File: src/rtl/regfile_mp_pkg.sv
// Shared definitions for the multi-port register file: clear-engine state
// encoding, the hardwired-zero address and default geometry.
package regfile_mp_pkg;

  typedef enum logic [1:0] {
    RF_IDLE  = 2'd0,
    RF_CLEAR = 2'd1,
    RF_DONE  = 2'd2
  } rf_state_e;

  localparam int RF_ZERO_ADDR = 0;
  localparam int RF_DEF_DATA_W = 32;
  localparam int RF_DEF_ADDR_W = 5;

endpackage

File: src/rtl/regfile_mp_clr_fsm.sv
// Sequential clear engine: walks entries 0..DEPTH-1, zeroing one per cycle,
// then pulses clr_done for one cycle. Current state is exported for debug.
module regfile_clr_fsm
  import regfile_mp_pkg::*;
#(
  parameter int DEPTH  = 32,
  parameter int ADDR_W = RF_DEF_ADDR_W
) (
  input  logic              clk,
  input  logic              reset_,
  input  logic              clr_req,
  output logic              clr_busy,
  output logic              clr_done,
  output logic              clr_we,
  output logic [ADDR_W-1:0] clr_addr,
  output rf_state_e         state
);

  // One extra bit so the last-entry compare cannot wrap at DEPTH = 2**ADDR_W.
  localparam logic [ADDR_W:0] LAST_IDX = (ADDR_W+1)'(DEPTH - 1);

  logic [ADDR_W:0] clr_cnt;

  // State, counter and registered busy/done flags advance together.
  always_ff @(posedge clk or negedge reset_) begin
    if (!reset_) begin
      state    <= RF_IDLE;
      clr_cnt  <= '0;
      clr_busy <= 1'b0;
      clr_done <= 1'b0;
    end else begin
      case (state)
        RF_IDLE: begin
          clr_done <= 1'b0;
          if (clr_req) begin
            state    <= RF_CLEAR;
            clr_cnt  <= '0;
            clr_busy <= 1'b1;
          end
        end
        RF_CLEAR: begin
          clr_cnt <= clr_cnt + 1'b1;
          if (clr_cnt == LAST_IDX) begin
            state    <= RF_DONE;
            clr_busy <= 1'b0;
            clr_done <= 1'b1;
          end
        end
        RF_DONE: begin
          // clr_req is ignored here; it is not queued.
          state    <= RF_IDLE;
          clr_done <= 1'b0;
        end
        default: begin
          state    <= RF_IDLE;
          clr_busy <= 1'b0;
          clr_done <= 1'b0;
        end
      endcase
    end
  end

  assign clr_we   = clr_busy;
  assign clr_addr = clr_cnt[ADDR_W-1:0];

endmodule

File: src/rtl/regfile_mp.sv
// Parametrised register file: NUM_RD combinational read ports, two write
// ports (wr1 wins), optional hardwired-zero entry 0, optional write-to-read
// bypass, and a sequential clear engine.
module regfile_mp
  import regfile_mp_pkg::*;
#(
  parameter int DATA_W   = RF_DEF_DATA_W,
  parameter int ADDR_W   = RF_DEF_ADDR_W,
  parameter int DEPTH    = 32,
  parameter int NUM_RD   = 2,
  parameter int ZERO_REG = 1,
  parameter int BYPASS   = 1
) (
  input  logic                     clk,
  input  logic                     reset_,
  input  logic [NUM_RD*ADDR_W-1:0] rd_addr,
  output logic [NUM_RD*DATA_W-1:0] rd_data,
  input  logic                     wr0_en,
  input  logic [ADDR_W-1:0]        wr0_addr,
  input  logic [DATA_W-1:0]        wr0_data,
  input  logic                     wr1_en,
  input  logic [ADDR_W-1:0]        wr1_addr,
  input  logic [DATA_W-1:0]        wr1_data,
  input  logic                     clr_req,
  output logic                     clr_busy,
  output logic                     clr_done,
  output logic                     wr_conflict
);

  localparam logic [ADDR_W:0] DEPTH_L = (ADDR_W+1)'(DEPTH);

  logic [DATA_W-1:0] mem [DEPTH];

  logic              clr_we;
  logic [ADDR_W-1:0] clr_addr;
  rf_state_e         clr_state;
  logic              clear_active;
  logic              w0_ok;
  logic              w1_ok;

  // Address maps to a real, writable/readable entry.
  function automatic logic addr_ok(input logic [ADDR_W-1:0] a);
    logic in_range;
    logic is_zero;
    in_range = ({1'b0, a} < DEPTH_L);
    is_zero  = (ZERO_REG != 0) && (a == ADDR_W'(RF_ZERO_ADDR));
    return in_range && !is_zero;
  endfunction

  regfile_clr_fsm #(
    .DEPTH  (DEPTH),
    .ADDR_W (ADDR_W)
  ) u_clr (
    .clk      (clk),
    .reset_   (reset_),
    .clr_req  (clr_req),
    .clr_busy (clr_busy),
    .clr_done (clr_done),
    .clr_we   (clr_we),
    .clr_addr (clr_addr),
    .state    (clr_state)
  );

  // User writes are dropped while the clear engine owns the array.
  assign clear_active = (clr_state == RF_CLEAR);
  assign w0_ok = wr0_en && addr_ok(wr0_addr) && !clear_active;
  assign w1_ok = wr1_en && addr_ok(wr1_addr) && !clear_active;

  // Storage: clear engine first, otherwise wr0 then wr1 so wr1 wins a tie.
  always_ff @(posedge clk or negedge reset_) begin
    if (!reset_) begin
      for (int i = 0; i < DEPTH; i++) mem[i] <= '0;
    end else if (clr_we) begin
      mem[clr_addr] <= '0;
    end else begin
      if (w0_ok) mem[wr0_addr] <= wr0_data;
      if (w1_ok) mem[wr1_addr] <= wr1_data;
    end
  end

  // Conflict flag: one-cycle pulse after both ports hit the same entry.
  always_ff @(posedge clk or negedge reset_) begin
    if (!reset_) begin
      wr_conflict <= 1'b0;
    end else begin
      wr_conflict <= w0_ok && w1_ok && (wr0_addr == wr1_addr);
    end
  end

  for (genvar k = 0; k < NUM_RD; k++) begin : g_rd
    logic [ADDR_W-1:0] ra;
    logic [DATA_W-1:0] rdat;

    assign ra = rd_addr[k*ADDR_W +: ADDR_W];

    // Read mux with optional forwarding of a write committing this edge.
    always_comb begin
      rdat = '0;
      if (addr_ok(ra)) begin
        rdat = mem[ra];
        if (BYPASS != 0) begin
          if (w0_ok && (wr0_addr == ra)) rdat = wr0_data;
          if (w1_ok && (wr1_addr == ra)) rdat = wr1_data;
        end
      end
    end

    assign rd_data[k*DATA_W +: DATA_W] = rdat;
  end

endmodule
File: config.mk
export PLATFORM = sky130hd
export DESIGN_NAME = regfile_mp
export DESIGN_NICKNAME = d
export VERILOG_FILES = /design/src/rtl/regfile_mp_pkg.sv /design/src/rtl/regfile_mp_clr_fsm.sv /design/src/rtl/regfile_mp.sv
export SDC_FILE = /design/constraint.sdc
export NUM_CORES = 2
export LEC_CHECK = 0
export CAP_MARGIN = 20
export CORE_MARGIN = 5
export CORE_UTILIZATION = 27
export DETAILED_ROUTE_END_ITERATION = 10
export GPL_TIMING_DRIVEN = 1
export HOLD_SLACK_MARGIN = 0.08
export MAX_ROUTING_LAYER = met4
export PLACE_DENSITY = 0.53
export SETUP_SLACK_MARGIN = 0.4
export SLEW_MARGIN = 20
export SYNTH_ARGS = -nofsm -noshare
export SYNTH_HDL_FRONTEND = slang
export SYNTH_SLANG_ARGS = --single-unit
File: constraint.sdc
create_clock -name clk -period 5.1 [get_ports clk]
set_input_delay 1.275 -clock clk [delete_from_list [all_inputs] [get_ports clk]]
set_output_delay 1.275 -clock clk [all_outputs]
set_load 0.02 [all_outputs]
==> flow_metrics.tcl <==
set metrics [dict create \
    synthCells 8407 \
    p_seq_frac 0.330 \
    core_um2 287000 \
    rsz0062_at_grt "yes" \
    clkPwrFrac 0.257 \
    crit_required_ps 3830 \
    overflow 0 \
    drt-pass1-iter-count 7 \
    multi_input_area_um2 50100 \
    dp_hpwl_um 272000 \
    synth_cell_types 62 \
    drv_slew 0 \
    wire_per_inst_um 35.8 \
    critical_path.startpoint_type "input pin" \
    switching_share 0.428 \
    fp.dieH_um 547 \
    ir_drop_mv 0.409 \
    finalCriticalPeriod_ps 4930 \
    synthArstFlopShare 1.00 \
    drive_gt1_frac 0.279 \
    worst_slack_ps 174 \
    dp_slack_ps -530 \
    finalSetupTns_ps 0 \
    power_density_nw_per_um2 392 \
    die_w_um 547 \
    io_pins 156 \
    skew_ps 35.9 \
    clock_latency_ps 840 \
    cts_max_level 4 \
    relSlewSlack 0.280 \
    crit_fanout 32 \
    grt_pass1_vias 77219 \
    cts_buffer_depth 3 \
    dieArea_um2 299000 \
    combPwrFrac 0.413 \
    ys_ff_latch 1035 \
    yosysSeqAreaShare 0.333 \
    yosys_warnings 0 \
    ys.flop_type "dfrtp_1" \
    fmax_ghz 0.203 \
    routed_wl_um 442000 \
    cap_violations 0 \
    regArea_um2 25900 \
    yosysTopAreaCellShare 0.333 \
    drtIter0Drc 11849 \
    p_leak_uw 0.0422 \
    rows 197 \
    syn_to_final_growth_pct 24.2 \
    final_antenna_net_count 0 \
    placedCellCount 11874 \
    initial_core_util 0.270 \
    viasPerCell 6.55 \
    critPathKind "input pin to primary output" \
    antenna_found_initial 36 \
    n_fill_cell 28707 \
    cts_tree "yes" \
    synth-edff-count 0 \
    p_sw_uw 16200 \
    grt_max_degree 169 \
    gp_congestion 1.01 \
    clkSlewWorstSetupHoldPaths_ps 60 \
    drc 0 \
    synth_area_leaders "dfrtp_1 (33%), mux4_2 (15%), a211oi_1 (7.7%), o31ai_1 (7.1%), and3_1 (6.0%)" \
    clock-sinks 1035 \
    nNetsFinal 8520 \
    portBuffers 155 \
    grt_util_all_layers 0.292 \
    syn-num-nets 8500 \
    syn_area_um2 77700 \
    outcome "finished clean" \
    worstMarginPinSlew_ps 1080 \
    arrival_ps 3650 \
    hp-class "flip-flop to flip-flop" \
    min_period_over_period 0.966 \
    fin_cells 12343 \
    tritoncts.num_buffers 130 \
    intPower_uw 21600 \
    vias 80885 \
    cts-root-buf "clkbuf_16" \
    grt_pass1_wl_um 618000 \
    yosys.area.top_type "dfrtp_1" \
    final_hold_viol_count 0 \
    avgSynthCellArea_um2 9.25 \
    setup_viol 0 \
    worst_setup_path_end_kind "primary output" \
]
[cells in the final DEF, fill, tap and decap left out, types with 37 or more instances in the layout]
cell type,count
o21ai_0,209
a21oi_1,51
diode_2,38
and3_1,741
nand2_1,1075
o21ai_1,56
nor4_2,37
buf_2,45
a211oi_2,41
buf_4,610
buf_6,73
mux4_2,506
a211oi_1,740
o22ai_1,102
buf_16,47
o31ai_1,736
mux2i_1,313
dfrtp_1,1033
clkbuf_16,144
buf_12,177
nor2_1,867
mux2_2,255
nand2_2,37
o22ai_2,53
[through the flow]
stage | area [µm²] | util | hold WS [ps] | total power, µW
3_5_place_dp | 86400 | 0.301 | 489 | 26800
6_report | 96500 | 0.336 | 509 | 37800
2_1_floorplan | 77700 | - | 467 | 20200
5_1_grt | 96500 | 0.336 | 526 | 38900
3_3_place_gp | 86400 | 0.301 | 482 | 26400
4_1_cts | 94600 | 0.329 | 508 | 37000
[cells by family after synthesis]
family	synth area share
AND/OR/NAND/NOR	0.177
XOR/XNOR	0.00282
AO/OA/AOI/OAI	0.196
flip-flops	0.333
multiplexers	0.227
adder cells (fa/ha/maj)	0.000644
buffers and inverters	0.0630
[sequential cells by signal, indices dropped and copies added (netlist names)]
| name | cells |
|---|---|
| mem | 1024 |
| u_clr.clr_cnt | 6 |
| u_clr.state | 2 |
| u_clr.clr_busy | 1 |
| u_clr.clr_done | 1 |
| wr_conflict | 1 |
[final cells by class]
class                   instances  area share
diodes                         38    0.000985
inverters                       8    0.000311
clock buffers                 197      0.0404
repair buffers               1013       0.118
well taps                    3781      0.0490
multi-input cells            6239       0.519
flip-flops and latches       1035       0.268
clock inverters                32     0.00389
[cell usage after synthesis, types with 4 or more instances]
cell type,number
buf_2,269
nor2b_1,13
clkbuf_1,762
nor3b_1,7
xnor2_1,10
or4_1,5
a21oi_1,79
and4_1,4
mux2i_1,329
mux2_2,255
o31ai_1,736
or3_1,4
and2_1,38
nor2_4,6
buf_4,71
mux2_1,5
nor4_2,23
nand3_1,14
buf_6,5
o21ai_0,211
inv_1,7
nand2b_1,7
clkbuf_2,4
and3_1,745
a31oi_1,15
nand2_1,1116
o22ai_1,180
and3b_1,5
nor4_1,38
nor2_1,880
mux4_2,506
xor2_1,15
buf_1,14
nand4_1,14
dfrtp_1,1035
ha_1,4
o21ai_1,55
a211oi_1,800
nor3b_2,4
nand3b_1,4
a221oi_1,60
nor3_1,12
[routing by layer]
layer / share of wire / vias up / wire, µm / track usage
li1: - / 31683 / - / -
met1: 0.35 / 41046 / 154000 / 0.333
met2: 0.43 / 6325 / 188000 / 0.411
met3: 0.12 / 1831 / 54000 / 0.0968
met4: 0.10 / 0 / 46400 / 0.250
met5: 0 / - / 0 / -
[power by group through the flow]
stage / Combinational (µW) / Sequential, µW / Clock, µW
CTS: 14900 / 12400 / 9750
global placement: 14100 / 12300 / 0
detailed placement: 14300 / 12500 / 0
finish: 15600 / 12500 / 9720
floorplan: 8460 / 11700 / 0
global route: 16100 / 12800 / 10000
[final timing paths]
path,start,to,slack (ps),cells after the start
setup / recovery,rd_addr[5],rd_data[51],170,11
hold / removal,mem[999],mem[999],510,1
hold reg to reg,mem[999],mem[999],510,1
min in group asynchronous,reset_,mem[844],520,1
max in group asynchronous,reset_,mem[554],3270,2
setup reg to reg,u_clr.clr_busy,mem[358],1930,3
[worst max-delay path: stages]
cell and delay [ps]:
buf_16 150, buf_16 170, buf_4 150, or3_1 420, buf_12 250, o22ai_4 330
a21oi_1 150, a221oi_4 270, nor4_1 80, buf_4 190, buf_12 130
[what timing repair did]
item,CTS,global route
gates cloned,37,6
pin swaps,101,90
buffers inserted,96,63
hold buffers,0,0
endpoints found under the setup margin,64,64
resized for setup,441,199
Power figures use the tool's default switching activity.
